`config.mk`:
```
export PLATFORM = sky130hd
export DESIGN_NAME = emin_scheduler
export DESIGN_NICKNAME = d
export VERILOG_FILES = /design/src/rtl/emin_scheduler.sv
export SDC_FILE = /design/constraint.sdc
export NUM_CORES = 1
export LEC_CHECK = 0
export CAP_MARGIN = 5
export CORE_ASPECT_RATIO = 0.5
export CORE_MARGIN = 2
export CORE_UTILIZATION = 47
export DETAILED_ROUTE_END_ITERATION = 12
export PLACE_DENSITY = 0.79
export SLEW_MARGIN = 25
export SYNTH_ARGS = -nofsm -noshare
export SYNTH_HDL_FRONTEND = slang
export SYNTH_SLANG_ARGS = --single-unit
```
`constraint.sdc`:
```
create_clock -name clk_in -period 2.5 [get_ports clk_in]
set_input_delay 0.5 -clock clk_in [delete_from_list [all_inputs] [get_ports clk_in]]
set_output_delay 0.5 -clock clk_in [all_outputs]
set_load 0.01 [all_outputs]
```
`src/rtl/emin_scheduler.sv`:
```
// Frame sequencer for the emin block: issues i = 0..I-1 in order, checks each j-stream,
// runs a stall watchdog, and shares the single T_bram read port with one external reader.
module emin_scheduler #(
  parameter int I       = 160,
  parameter int TIMEOUT = 256,
  parameter int RD_LAT  = 2,
  localparam int IW     = $clog2(I),
  localparam int WW     = $clog2(TIMEOUT + 1)
) (
  input  logic          clk_in,
  input  logic          rst_in,
  input  logic          start_in,
  output logic [IW-1:0] emin_i_out,
  output logic          emin_valid_out,
  input  logic [IW-1:0] emin_T_req_in,
  input  logic          emin_out_valid_in,
  input  logic [IW-1:0] emin_j_in,
  input  logic          ext_req_in,
  input  logic [IW-1:0] ext_addr_in,
  output logic          ext_grant_out,
  output logic          ext_rdata_valid_out,
  output logic [IW-1:0] T_addr_out,
  output logic [IW-1:0] cur_i_out,
  output logic          busy_out,
  output logic          done_out,
  output logic          error_out
);

  typedef enum logic [1:0] {IDLE, ISSUE, RUN, GAP} state_t;

  state_t          state, state_d;
  logic [IW-1:0]   cur_i, cur_i_d;
  logic [IW-1:0]   exp_j, exp_j_d;
  logic [WW-1:0]   wd, wd_d;
  logic            err, err_d;
  logic            busy, busy_d;
  logic            done, done_d;
  logic [RD_LAT-1:0] rd_pipe;
  logic            emin_owns;

  always_ff @(posedge clk_in) begin
    if (!rst_in) begin
      state   <= IDLE;
      cur_i   <= '0;
      exp_j   <= '0;
      wd      <= '0;
      err     <= 1'b0;
      busy    <= 1'b0;
      done    <= 1'b0;
      rd_pipe <= '0;
    end else begin
      state   <= state_d;
      cur_i   <= cur_i_d;
      exp_j   <= exp_j_d;
      wd      <= wd_d;
      err     <= err_d;
      busy    <= busy_d;
      done    <= done_d;
      rd_pipe[0] <= ext_grant_out;
      for (int unsigned k = 1; k < RD_LAT; k++) rd_pipe[k] <= rd_pipe[k-1];
    end
  end

  always_comb begin
    state_d = state;
    cur_i_d = cur_i;
    exp_j_d = exp_j;
    wd_d    = wd;
    err_d   = err;
    busy_d  = busy;
    done_d  = 1'b0;
    unique case (state)
      IDLE: begin
        if (start_in) begin
          cur_i_d = '0;
          err_d   = 1'b0;
          busy_d  = 1'b1;
          state_d = ISSUE;
        end
      end
      ISSUE: begin
        exp_j_d = '0;
        wd_d    = '0;
        state_d = RUN;
      end
      RUN: begin
        if (emin_out_valid_in) begin
          if (emin_j_in != exp_j) begin
            err_d   = 1'b1;
            busy_d  = 1'b0;
            state_d = IDLE;
          end else begin
            exp_j_d = exp_j + IW'(1);
            wd_d    = '0;
            if (emin_j_in == cur_i) state_d = GAP;
          end
        end else if (wd == WW'(TIMEOUT - 1)) begin
          // this idle cycle is the TIMEOUT-th one in a row
          err_d   = 1'b1;
          busy_d  = 1'b0;
          state_d = IDLE;
        end else if (wd != '1) begin
          wd_d = wd + WW'(1);
        end
      end
      GAP: begin
        if (cur_i == IW'(I - 1)) begin
          done_d  = 1'b1;
          busy_d  = 1'b0;
          state_d = IDLE;
        end else begin
          cur_i_d = cur_i + IW'(1);
          state_d = ISSUE;
        end
      end
      default: state_d = IDLE;
    endcase
  end

  assign emin_owns           = (state == ISSUE) || (state == RUN);
  assign ext_grant_out       = !emin_owns && ext_req_in;
  assign T_addr_out          = emin_owns ? emin_T_req_in : (ext_req_in ? ext_addr_in : '0);
  assign ext_rdata_valid_out = rd_pipe[RD_LAT-1];
  assign emin_valid_out      = (state == ISSUE);
  assign emin_i_out          = cur_i;
  assign cur_i_out           = cur_i;
  assign busy_out            = busy;
  assign done_out            = done;
  assign error_out           = err;

endmodule
```
# After elaboration in Yosys (flattened, before gate mapping)
# Cells that the tools add are included.
[word_totals]
regBits = 32
in_bits = 29
wordCells = 77
[op_classes]
n_addsub = 3
eq_ne = 19
n_mux = 32
reduce_logical = 15
[op_table]
columns = ["op", "n"]
rows = [
  ["$mux W8", 6],
  ["$mux W9", 4],
  ["$pmux W8 S2", 2],
  ["$pmux W9 S2", 1],
  ["$add A8 B1 Y8 const B", 2],
  ["$ne A3 B3 Y1 const B", 5],
  ["$mux W1", 11],
  ["$mux W2", 5],
  ["$ne A2 B2 Y1 const B", 5],
  ["$add A9 B1 Y9 const B", 1],
  ["$eq A9 B8 Y1 const B", 1],
  ["$ne A9 B9 Y1 const B", 1],
  ["$reduce_and A3 Y1", 3],
  ["$eq A8 B8 Y1", 1],
  ["$eq A8 B8 Y1 const B", 1],
  ["$ne A8 B8 Y1", 1],
  ["$pmux W2 S4", 1],
  ["$reduce_and A4 Y1", 2],
  ["$reduce_bool A2 Y1", 3],
  ["$reduce_and A5 Y1", 1],
  ["$eq A2 B2 Y1 const B", 2],
  ["$ne A4 B4 Y1 const B", 1],
  ["$pmux W1 S3", 1],
  ["$reduce_bool A3 Y1", 1],
  ["other kinds (7)", 7],
]

# Depth between registers and ports, before layout
# Gate-level depths: netlist of run 1.
[depth]
ltp_word = 5
depth_mapped = 10
mapped_depth_nobuf = 10

# Worst setup path before layout of run 1
# Ideal clock, no wire load.
[synth_timing]
path_kind = "register to register"
from = "reg wd[0]"
to = "reg wd[1]"
arrival_ns = 1.874
path_slack_ns = 0.505
stages_incl_launch_ff = 10
path_buffers = 1
period_less_slack_ns = 1.995
cell_sequence = "dfxtp_1 > ha_1 > nand3_1 > or2_2 > nor2_1 > ha_1 > nor2_1 > a221o_1 > buf_2 > mux2i_1"
[synth_between]
elab_chain_cells = 5
[synth_rtl]
columns = ["item", "line_no", "source"]
rows = [
  ["start: declaration", "34", "logic [WW-1:0] wd, wd_d;"],
  ["start signal: assignment", "55", "wd <= wd_d;"],
  ["$add A9 B1 Y9", "103", "wd_d = wd + WW'(1);"],
  ["$mux W9", "102", "end else if (wd != '1) begin"],
  ["$mux W9", "97", "end else if (wd == WW'(TIMEOUT - 1)) begin"],
  ["$mux W9", "87", "if (emin_out_valid_in) begin"],
  ["$pmux W9 S2", "72", "unique case (state)"],
]
# Parallel ways exist; a longest one is shown, timed or not. The select of a mux whose other input is x is not followed.
# A chain may end at the register's enable or synchronous reset.

# Final worst setup path of run 1
[layout_timing]
from = "reg state[0]"
to = "out ext_grant_out"
[layout_between]
elab_chain_cells = 4
[layout_rtl]
columns = ["item", "line_no", "source"]
rows = [
  ["start: declaration", "31", "state_t state, state_d;"],
  ["start signal: assignment", "52", "state <= state_d;"],
  ["$eq A2 B1 Y1 or $eq A2 B2 Y1 (tied branches)", "120", "assign emin_owns = (state == ISSUE) || (state == RUN);"],
  ["$logic_or A1 B1 Y1 (*)", "120", ""],
  ["$logic_not A1 Y1 (*)", "121", "assign ext_grant_out = !emin_owns && ext_req_in;"],
  ["$logic_and A1 B1 Y1 (*)", "121", ""],
  ["end: declaration", "20", "output logic ext_grant_out,"],
]
# Mark *: on every way between the ends. The rest lies on a longest branch, timed or not.

==> results.json, run 1 <==
{
  "fmax_mhz": 419.5,
  "synth_top_cell_by_area": "dfxtp_1",
  "avgSynthCellArea_um2": 8.416,
  "fin_crit_sh_pct": 95.34,
  "p_total_mw": 1.825,
  "dp_hpwl_mm": 3.874,
  "tns_ns": 0,
  "ys_ff_latch": 32,
  "row_count": 16,
  "leakage_nw": 1.040,
  "yosysTopAreaCellShare_pct": 32.53,
  "place_area_um2": 2621,
  "place.gp.congestion": 0.8687,
  "ys_types": 46,
  "drtIter0Drc": 102,
  "outcome": "completed",
  "synthToLayoutAreaGrowth_pct": 39.45,
  "synth_seq_area_share_pct": 32.53,
  "async_flop_share_pct": 0,
  "report.final.slew_viol_count": 0,
  "cts_buffers": 5,
  "portBuffers": 58,
  "die_h_um": 49.77,
  "final_nets": 333,
  "io_pins": 59,
  "die_w_um": 95.55,
  "grt_start_max_net_pins": 23,
  "rsz0062_at_grt": "no",
  "peakVddDrop_mv": 0.4857,
  "antenna_left": 0,
  "startpoint_type": "register",
  "core_um2": 3964,
  "crit_path_max_fanout": 4,
  "critPathArrivalTime_ns": 1.88,
  "syn-instance-count": 234,
  "viasPerCell": 5.434,
  "grt_pass1_wl_mm": 8.500,
  "final_area_um2": 2746,
  "syn_area_um2": 1969,
  "cts-hold-fix-buffers": 0,
  "crit_end": "ext_grant_out",
  "final.setup_skew_ns": 0.005976,
  "cts_num_sinks": 32,
  "worst_pin_slew_ns": 0.4591,
  "n_fill_cell": 312,
  "r2r-start": "wd[0]",
  "cts_buffer_depth": 2,
  "finalWorstPathRequiredPeriod_ns": 2.384,
  "rr_endpoint": "wd[0]",
  "final-hold-violation-count": 0,
  "grt_pass1_vias": 1940,
  "critPathKind": "register to output pin",
  "vias": 1902,
  "clk_pin_slew_worst_paths_ns": 0.06,
  "relSlewSlack_pct": 69.19,
  "remaining_drc_errors": 0,
  "synth_common_cells": "32 x dfxtp_1, 25 x nand2_1, 16 x nor2_1",
  "hold_path_class": "register to register",
  "cap_violations": 0,
  "setup_viol": 0,
  "h-tree-depth": 2,
  "end_kind": "output pin",
  "power_density_nw_per_um2": 664.6,
  "drive_gt1_share_pct": 10.47,
  "routedWlPerCell_um": 14.61,
  "worstRegToRegCells": 9,
  "insertedDiodeCount": 0,
  "yosysWarnings": 0,
  "grt_overflow": 0,
  "die_area_um2": 4755,
  "cts_tree": "yes",
  "crit_required_ns": 2.00,
  "cts-root-buf": "clkbuf_8",
  "yosysMostFrequentCell": "dfxtp_1",
  "dr.pass1.iters": 4,
  "worst-r2r-setup-slack_ns": 0.28,
  "synth_edf_count": 0,
  "setup.worst_path.start": "state[0]",
  "antenna_found_initial": 0,
  "wl_mm": 5.115,
  "ys.flop_type": "dfxtp_1",
  "fin_util_pct": 69.29,
  "syn-num-nets": 272,
  "ys_top_cells_by_area": "dfxtp_1 33%, xor2_1 5.8%, ha_1 5.7%",
  "hold_ws_ns": 0.4337,
  "worstSkewPairLatency_ns": 0.30,
  "initial_core_util_pct": 49.68,
  "globalRouteTotalUtil_pct": 23.47
}
[worst min-delay path by stage]
stage	cells after the start	end	startpoint	slack [ns]
6_report	1	rd_pipe[1]	rd_pipe[0]	0.43
3_3_place_gp	1	rd_pipe[1]	rd_pipe[0]	0.41
2_1_floorplan	1	rd_pipe[1]	rd_pipe[0]	0.41
3_5_place_dp	1	rd_pipe[1]	rd_pipe[0]	0.42
4_1_cts	1	rd_pipe[1]	rd_pipe[0]	0.44
5_1_grt	1	rd_pipe[1]	rd_pipe[0]	0.46
[layout by cell type (no fill, tap or decap), types with 5 or more instances in the layout]
cell / instances
a22o_1: 8
dlygate4sd2_1: 7
clkdlybuf4s50_1: 50
a31oi_1: 8
ha_1: 8
o21ai_0: 15
dfxtp_1: 31
a21oi_1: 9
nand4_1: 10
buf_4: 11
xor2_1: 13
clkbuf_8: 5
nand2_1: 25
xnor2_1: 9
nand3_1: 5
inv_1: 7
nor2_1: 16
[sequential cells by signal (all words and copies together), names as in the netlist]
register,count
busy_out,1
cur_i_out,8
done_out,1
error_out,1
exp_j,8
rd_pipe,2
state,2
wd,9
[routing by layer]
| layer | share of wire (%) | up-vias | GRT usage (%) |
|---|---|---|---|
| li1 | - | 960 | - |
| met2 | 48 | 45 | 41.61 |
| met4 | 1.4 | 0 | 8.571 |
| met3 | 4.3 | 8 | 5.352 |
| met1 | 47 | 889 | 27.74 |
| met5 | 0 | - | 0 |
[stage by stage]
stage	setup WS, ns	std cells
2_1_floorplan	0.5046	234
3_3_place_gp	0.04089	341
3_5_place_dp	-0.008101	341
4_1_cts	0.05940	350
5_1_grt	0.04657	350
6_report	0.1164	350
[critical path, cell delays in order, from the launching register on]
cell	delay [ns]
dfxtp_2	0.36
inv_1	0.11
ha_4	0.27
nor2b_2	0.12
buf_4	0.11
buf_4	0.09
clkdlybuf4s50_1	0.52
[cell type report]
| cell class | count | area (um2) | share of cell area (%) |
|---|---|---|---|
| sequential | 32 | 641.9 | 23.37 |
| clock buffer | 6 | 72.57 | 2.642 |
| tap | 54 | 67.56 | 2.460 |
| timing repair buffer | 70 | 676.9 | 24.65 |
| clock inverter | 2 | 35.03 | 1.276 |
| inverter | 7 | 26.28 | 0.9567 |
| multi-input combinational | 179 | 1226 | 44.65 |
[power breakdown]
group | switching, mW | internal [mW] | total [mW]
registers | 0.0196 | 0.538 | 0.558
logic | 0.383 | 0.386 | 0.769
clock network | 0.203 | 0.296 | 0.498
total | 0.606 | 1.22 | 1.83
[cell families (layout without fill, tap and decap cells)]
family                   Yosys count  after routing  share of synthesized area, %
buffers and inverters             23             85                         5.972
XOR/XNOR                          22             22                         9.784
AND/OR/NAND/NOR                   84             84                         23.19
flip-flops                        32             32                         32.53
AO/OA/AOI/OAI                     60             60                         20.71
adder cells (fa/ha/maj)            9              9                         5.718
multiplexers                       4              4                         2.097
[what timing repair did]
action                     CTS  global route
buffers inserted             1             0
resized for setup            9             2
setup endpoints to repair    8             2
Note: power is estimated with default switching activity, not from simulation.
==> run 2: changes to the inputs <==
==> constraint.sdc (replaced) <==
create_clock -name clk_in -period 2.6 [get_ports clk_in]
set_input_delay 0.52 -clock clk_in [delete_from_list [all_inputs] [get_ports clk_in]]
set_output_delay 0.52 -clock clk_in [all_outputs]
set_load 0.01 [all_outputs]
==> run 2 against run 1 <==
Against the previous run:
- sequential share of layout area shrank 0.18 points
- critical path depth decreased by 1
- worst hold slack better by 0.035 ns
- worst setup slack worse by 0.035 ns
- register-to-register slack improved by 0.08 ns
- final cell count down 0.57%
- largest cell class unchanged
- clock-buffer cell count increased by 1
- clock power rose by 4.4%
- final area increased by 0.96%
- first-iteration DRC count shrank 2.0%
- die area unchanged
- via count rose by 0.95%
==> results.json, run 2 (synthesis gave the netlist of run 1 again) <==
{
  "outcome": "completed",
  "r2r-start": "wd[0]",
  "finalWorstPathRequiredPeriod_ns": 2.518,
  "multi_input_area_um2": 1226,
  "routedWlPerCell_um": 14.56,
  "dp_hpwl_mm": 3.867,
  "hp-start": "rd_pipe[0]",
  "path_cells": "clkdlybuf4s50_1, nor2b_2, buf_4, a22o_1, clkdlybuf4s50_1",
  "setup_viol": 0,
  "cap_violations": 0,
  "crit_required_ns": 2.08,
  "leakage_nw": 1.085,
  "h-tree-depth": 2,
  "grt_overflow": 0,
  "core_um2": 3964,
  "synthToLayoutAreaGrowth_pct": 40.79,
  "power_density_nw_per_um2": 653.2,
  "critPathArrivalTime_ns": 2.00,
  "remaining_drc_errors": 0,
  "grt_start_max_net_pins": 24,
  "wl_mm": 5.066,
  "n_fill_cell": 311,
  "die_w_um": 95.55,
  "place.gp.congestion": 0.9313,
  "path_buf_inv": 3,
  "fmax_mhz": 397.1,
  "grt_pass1_vias": 1890,
  "report.final.slew_viol_count": 0,
  "insertedDiodeCount": 0,
  "cpMostUsedCell": "clkdlybuf4s50_1",
  "tns_ns": 0,
  "end_kind": "output pin",
  "drive_gt1_share_pct": 10.54,
  "p_total_mw": 1.811,
  "fin_crit_sh_pct": 96.85,
  "clk_pin_slew_worst_paths_ns": 0.07,
  "fin_cells": 348,
  "crit_path_max_fanout": 7,
  "final_area_um2": 2773,
  "drtIter0Drc": 100,
  "regArea_um2": 643.1,
  "antenna_found_initial": 0,
  "final_nets": 331,
  "setup.worst_path.start": "ext_req_in",
  "critPathKind": "primary input to output pin",
  "cts_num_sinks": 32,
  "grt_pass1_wl_mm": 8.562,
  "final.setup_skew_ns": 0.007730,
  "worstSkewPairLatency_ns": 0.28,
  "regMostFlops": "wd",
  "die_area_um2": 4755,
  "row_count": 16,
  "worst_pin_slew_ns": 0.4065,
  "cts_tree": "yes",
  "portBuffers": 58,
  "cp_slowest_cell": "clkdlybuf4s50_1",
  "final_common_cell": "clkdlybuf4s50_1",
  "rsz0062_at_grt": "no",
  "viasPerCell": 5.517,
  "cts-hold-fix-buffers": 0,
  "globalRouteTotalUtil_pct": 23.04,
  "pre_cts_slack_ns": 0.01901,
  "place_area_um2": 2614,
  "antenna_left": 0,
  "relSlewSlack_pct": 72.72,
  "dr.pass1.iters": 4,
  "cpPeakStageDelay_ns": 0.53,
  "path_delay_family": "buffers and inverters",
  "hold_path_class": "register to register",
  "numPlacedInstances": 340,
  "cts_buffer_depth": 2,
  "postCtsSetupRepairBufs": 0,
  "die_h_um": 49.77,
  "setup_ws_ns": 0.08183,
  "cts_buffers": 5,
  "largest_reg_flops": 9,
  "cts-root-buf": "clkbuf_8",
  "startpoint_type": "primary input",
  "peakVddDrop_mv": 0.4425,
  "io_pins": 59,
  "most-common-layout-cells": "52 x clkdlybuf4s50_1, 30 x dfxtp_1, 25 x nand2_1",
  "final-hold-violation-count": 0,
  "ctsResizeCount": 2,
  "initial_core_util_pct": 49.68,
  "vias": 1920
}
run 2: worst register-to-register path, stage by stage, from the launching register on:
cell and delay [ns]:
dfxtp_1 0.37, ha_1 0.18, nand3_1 0.11, or2_2 0.34, nor2_1 0.17, ha_1 0.22
o21ai_0 0.17, or4_1 0.43, a21boi_0 0.18
run 2: area by class of cell:
type | count | share of cell area (%)
repair buffers | 68 | 24.64
multi-input cells | 179 | 44.22
clock inverters | 1 | 1.083
clock buffers | 7 | 3.475
well taps | 54 | 2.437
inverters | 7 | 0.9477
flip-flops and latches | 32 | 23.19
run 2: layer usage:
layer	up-vias	wire, um	track usage (%)
li1	962	-	-
met1	894	2275	28.18
met2	59	2506	41.49
met3	5	256	5.963
met4	0	28	3.571
met5	-	0	0
run 2: final timing paths:
path	endpoint	slack, ns	cells after the start
worst max-delay path	T_addr_out[5]	0.08	5
worst min-delay path	rd_pipe[1]	0.47	1
worst max register to register	busy_out	0.36	8
worst min register to register	rd_pipe[1]	0.47	1
run 2: through the flow:
stage	utilization, %	hold WS, ns
finish	69.95	0.4691
global route	69.95	0.4982
CTS	69.22	0.4769
detailed placement	65.94	0.4468
global placement	65.94	0.4169
floorplan	-	0.4119
run 2: where the power goes:
part | internal (mW) | switching (mW)
combinational | 0.385 | 0.366
sequential | 0.519 | 0.0206
clock | 0.338 | 0.182
